--- config.mk ---
export PLATFORM = sky130hd
export DESIGN_NAME = ram_arb
export DESIGN_NICKNAME = d
export VERILOG_FILES = /design/src/rtl/ram_arb_pkg.sv /design/src/rtl/ram_arb_rr_pick3.sv /design/src/rtl/ram_arb.sv
export SDC_FILE = /design/constraint.sdc
export NUM_CORES = 1
export LEC_CHECK = 0
export BUFFER_PORTS_ARGS = -buffer_cell sky130_fd_sc_hd__buf_2
export CAP_MARGIN = 0
export CORE_AREA = 2 2 129 131
export CTS_CLUSTER_DIAMETER = 100
export DETAILED_ROUTE_END_ITERATION = 10
export DIE_AREA = 0 0 131 133
export MAX_ROUTING_LAYER = met4
export SLEW_MARGIN = 5
export SYNTH_ARGS = -nofsm -noshare
export SYNTH_HDL_FRONTEND = slang
export SYNTH_HIERARCHICAL = 1
export SYNTH_SLANG_ARGS = --single-unit
--- constraint.sdc ---
create_clock -name clk -period 1.19 [get_ports clk]
set_clock_uncertainty 0.1 [all_clocks]
set_input_delay 0.0595 -clock clk [delete_from_list [all_inputs] [get_ports clk]]
set_output_delay 0.0595 -clock clk [all_outputs]
set_load 0.005 [all_outputs]
--- src/rtl/ram_arb_pkg.sv ---
// rtl/ram_arb_pkg.sv - shared constants and helpers for the RAM arbiter
package ram_arb_pkg;

    localparam logic        RstEnable   = 1'b1;
    localparam logic        WriteEnable = 1'b1;
    localparam logic [31:0] ZeroWord    = 32'h0000_0000;

    // Master indices into the packed request/address/data buses
    localparam logic [1:0] M_DBG  = 2'd0;
    localparam logic [1:0] M_CORE = 2'd1;
    localparam logic [1:0] M_DMA  = 2'd2;

    // Last-served value out of reset: makes the debug master win first
    localparam logic [1:0] LastReset = M_DMA;

    // One-hot grant to master index; an all-zero grant maps to M_DBG
    function automatic logic [1:0] onehot3_idx(input logic [2:0] oh);
        logic [1:0] idx;
        idx = M_DBG;
        if (oh[M_CORE]) idx = M_CORE;
        if (oh[M_DMA])  idx = M_DMA;
        return idx;
    endfunction

endpackage

--- src/rtl/ram_arb_rr_pick3.sv ---
// rtl/ram_arb_rr_pick3.sv - three-way round-robin winner selection
module rr_pick3 (
    input  logic [2:0] req,
    input  logic [1:0] last,
    output logic [2:0] gnt
);

    logic [1:0] start;
    logic [1:0] idx;

    // Search upward from the master after the last one served, wrapping at 3
    always_comb begin
        start = (last >= 2'd2) ? 2'd0 : last + 2'd1;
        gnt   = 3'b000;
        idx   = start;
        for (int i = 0; i < 3; i++) begin
            if (gnt == 3'b000 && req[idx]) begin
                gnt[idx] = 1'b1;
            end
            idx = (idx == 2'd2) ? 2'd0 : idx + 2'd1;
        end
    end

endmodule

--- src/rtl/ram_arb.sv ---
// rtl/ram_arb.sv - round-robin arbiter sharing one single-port RAM among three masters
module ram_arb
    import ram_arb_pkg::*;
#(
    parameter int AW = 32,
    parameter int DW = 32,
    parameter int NM = 3
) (
    input  logic             clk,
    input  logic             rst,
    input  logic [NM-1:0]    m_req_i,
    input  logic [NM-1:0]    m_we_i,
    input  logic [NM*AW-1:0] m_addr_i,
    input  logic [NM*DW-1:0] m_data_i,
    output logic [DW-1:0]    m_data_o,
    output logic [NM-1:0]    m_ack_o,
    output logic             ram_req_o,
    output logic             ram_we_o,
    output logic [AW-1:0]    ram_addr_o,
    output logic [DW-1:0]    ram_data_o,
    input  logic [DW-1:0]    ram_data_i,
    output logic             hold_o
);

    localparam logic [0:0] ST_IDLE   = 1'b0;
    localparam logic [0:0] ST_ACCESS = 1'b1;

    logic [0:0]    state;
    logic [NM-1:0] gnt;
    logic [1:0]    last;
    logic [2:0]    pick;

    rr_pick3 u_pick (
        .req  (m_req_i),
        .last (last),
        .gnt  (pick)
    );

    // Two-state sequencer: latch the winner in IDLE, spend exactly one cycle in ACCESS.
    // A granted master that has dropped its request by ACCESS does not advance the rotation.
    always_ff @(posedge clk) begin
        if (rst == RstEnable) begin
            state <= ST_IDLE;
            gnt   <= '0;
            last  <= LastReset;
        end else begin
            case (state)
                ST_IDLE: begin
                    if (|m_req_i) begin
                        gnt   <= pick;
                        state <= ST_ACCESS;
                    end
                end
                default: begin
                    if (|(gnt & m_req_i)) begin
                        last <= onehot3_idx(gnt);
                    end
                    gnt   <= '0;
                    state <= ST_IDLE;
                end
            endcase
        end
    end

    // Route the granted master to the RAM during ACCESS; everything is quiet otherwise.
    // Ack is suppressed under reset, but a write already on the RAM pins still lands.
    always_comb begin
        ram_req_o  = 1'b0;
        ram_we_o   = 1'b0;
        ram_addr_o = '0;
        ram_data_o = '0;
        m_data_o   = '0;
        m_ack_o    = '0;
        for (int k = 0; k < NM; k++) begin
            if (state == ST_ACCESS && gnt[k]) begin
                ram_addr_o = m_addr_i[k*AW +: AW];
                ram_data_o = m_data_i[k*DW +: DW];
                ram_req_o  = m_req_i[k];
                ram_we_o   = m_req_i[k] & (m_we_i[k] == WriteEnable);
                m_data_o   = ram_data_i;
                m_ack_o[k] = m_req_i[k] & (rst != RstEnable);
            end
        end
    end

    assign hold_o = |(m_req_i & ~m_ack_o);

endmodule
==> results.ini <==
[placement]
dpl_worst_slack_ns=-0.275
gp_congestion=0.827
dpl.hpwl_um=8990
dpl_cell_area_sq_um=4420
port_buffers=333

[drt]
via_per_inst=4.24
firstDrtPassIters=4
vias=3813
drc=0
routedWlPerCell_um=15.2
ant_nets=0
wl_um=13700
drt-initial-drc-count=136

[clocking]
cts_tree=done
root_buffer=clkbuf_16
cts_sinks=6
path_clk_slew_ns=0.03
htreeDepth=1
clock_latency_ns=0.23
cts_buffers=3
clockBufferDepth=2

[power_and_ir_drop]
worst_ir_drop_vdd_uv=428
power_density_nw_per_um2=387
leakage_nw=2.61

[critical_path]
crit_required_ns=1.03
start_kind=register
reg2reg_slack_ns=-0.17
arrival_ns=1.58
cp_max_fo=7
worstSetupEndpointType=primary output
critical_path_class=reg2out

[global_routing]
grt_pass1_vias=3489
grt_max_degree=41
overflow=0
track_usage_pct=12.5
antenna_found_initial=2
grt_pass1_wl_um=16600

[floorplan]
io_pins=334
fp.dieW_um=131
start_util_pct=13.7
rows=47
die_h_um=133
core-area_sq_um=16200
die_area_sq_um=17400

[synth]
synthDistinctLibCells=35
async_flop_share_pct=0
yosys.area.top_type=a22oi_2
syn_area_per_cell_sq_um=7.07
synth_top_area_share_pct=21.4
synth_warnings=6
synthesis.nets=546
synth_edf_count=0
synth_flop_cell=dfxtp_1
syn_inst=314
synth_area_sq_um=2220
synth-seq-cells=6
yosys-top-cells-count=69 x nor2_1, 38 x a22oi_2, 35 x a21oi_2
synthTopCellsByArea=a22oi_2 21%, a21oi_2 14%, nor2_1 12%, and2_1 9.3%, a22oi_1 9.1%
ys_seq_area_share_pct=5.41
post-synth-top-count-cell=nor2_1

[timing]
worst_slew_pin_slew_ns=0.367
slew-limit-headroom_pct=75.4
drv_slew=0
hold_viol=0
fmax_mhz=576
fin_crit_sh_pct=146
worst_slack_ns=-0.546
finalSetupViolations=104
rsz0062_at_grt=yes
layout_min_cycle_time_ns=1.74

[finish]
final_util_pct=32.0
syn_to_final_growth_pct=133
fin_nets=912
final_cell_area_sq_um=5180
num-fill-cells=1680
drive_gt1_share_pct=76.7

[hold_path]
hp-class=in2reg

[run_status]
status=complete, but fails checks
violations=setup timing

[flow_run]
drv_cap=0

## power by group
part           internal [W]  total, W  switching (W)
Clock              0.000431  0.000545       0.000113
Sequential         0.000215  0.000235      0.0000203
Combinational      0.000710   0.00123       0.000516
## cell type report
type / instances / area, sq um / share of cell area [%]
Timing Repair Buffer: 394 / 2600 / 50.2
Multi-Input combinational cell: 272 / 2090 / 40.3
Tap cell: 220 / 275 / 5.31
Sequential cell: 6 / 130 / 2.51
Clock buffer: 3 / 75.1 / 1.45
Inverter: 3 / 11.3 / 0.217
Antenna cell: 1 / 2.50 / 0.0483
## metrics by stage
stage / power, W / setup TNS [ns] / cells / hold slack [ns]
finish: 0.00201 / -46.90 / 899 / 0.166
CTS: 0.00190 / -43.46 / 886 / 0.140
floorplan: 0.000597 / -6.06 / 314 / 0.118
global route: 0.00213 / -53.04 / 899 / 0.215
detailed placement: 0.00126 / -19.93 / 873 / 0.286
global placement: 0.00125 / -18.97 / 873 / 0.286
## registers in the layout (all words and copies together) (netlist names)
register,cells
last,2
gnt,3
state,1
## what timing repair did
| item | 4_1_cts | 5_1_grt |
|---|---|---|
| buffers inserted | 6 | 4 |
| cloned | 5 | 10 |
| hold buffers | 0 | 0 |
| gates resized for setup | 38 | 35 |
| pin swaps | 6 | 23 |
| endpoints found under the setup margin | 104 | 104 |
## final timing paths
path / start / endpoint / cells after the start
setup / recovery: gnt[1] / ram_data_o[21] / 5
hold / removal: m_req_i[1] / state / 3
setup reg to reg: state / last[1] / 6
hold reg to reg: last[0] / last[0] / 1
## cells by family after synthesis
family | share of synthesized area [%]
AOI/OAI and AO/OA | 56.4
buffers and inverters | 10.1
DFF | 5.41
muxes | 1.35
and+or+nand+nor | 26.7
## metal layers
layer	vias up	track usage, %	wire length [um]
met2	222	24.0	7090
met3	14	1.13	926
li1	1890	-	-
met5	-	-	0
met1	1687	13.2	5450
met4	0	3.55	234
## critical path: stages, from the launching register on
cell     delay (ns)
dfxtp_2        0.34
and3b_4        0.43
buf_12         0.18
a22oi_2        0.09
a21oi_2        0.18
buf_2          0.14
## cells in the final DEF (no fill, tap or decap), drive strengths merged, types with 3 or more instances in the layout
cell type	instances
a21oi	66
a22o	3
a22oi	65
and2	33
buf	388
clkbuf	9
dfxtp	6
inv	3
mux2i	3
nand2	3
nand2b	4
nor2	69
nor3	5
o21ai	3
Note: power is estimated with default switching activity, not from simulation.
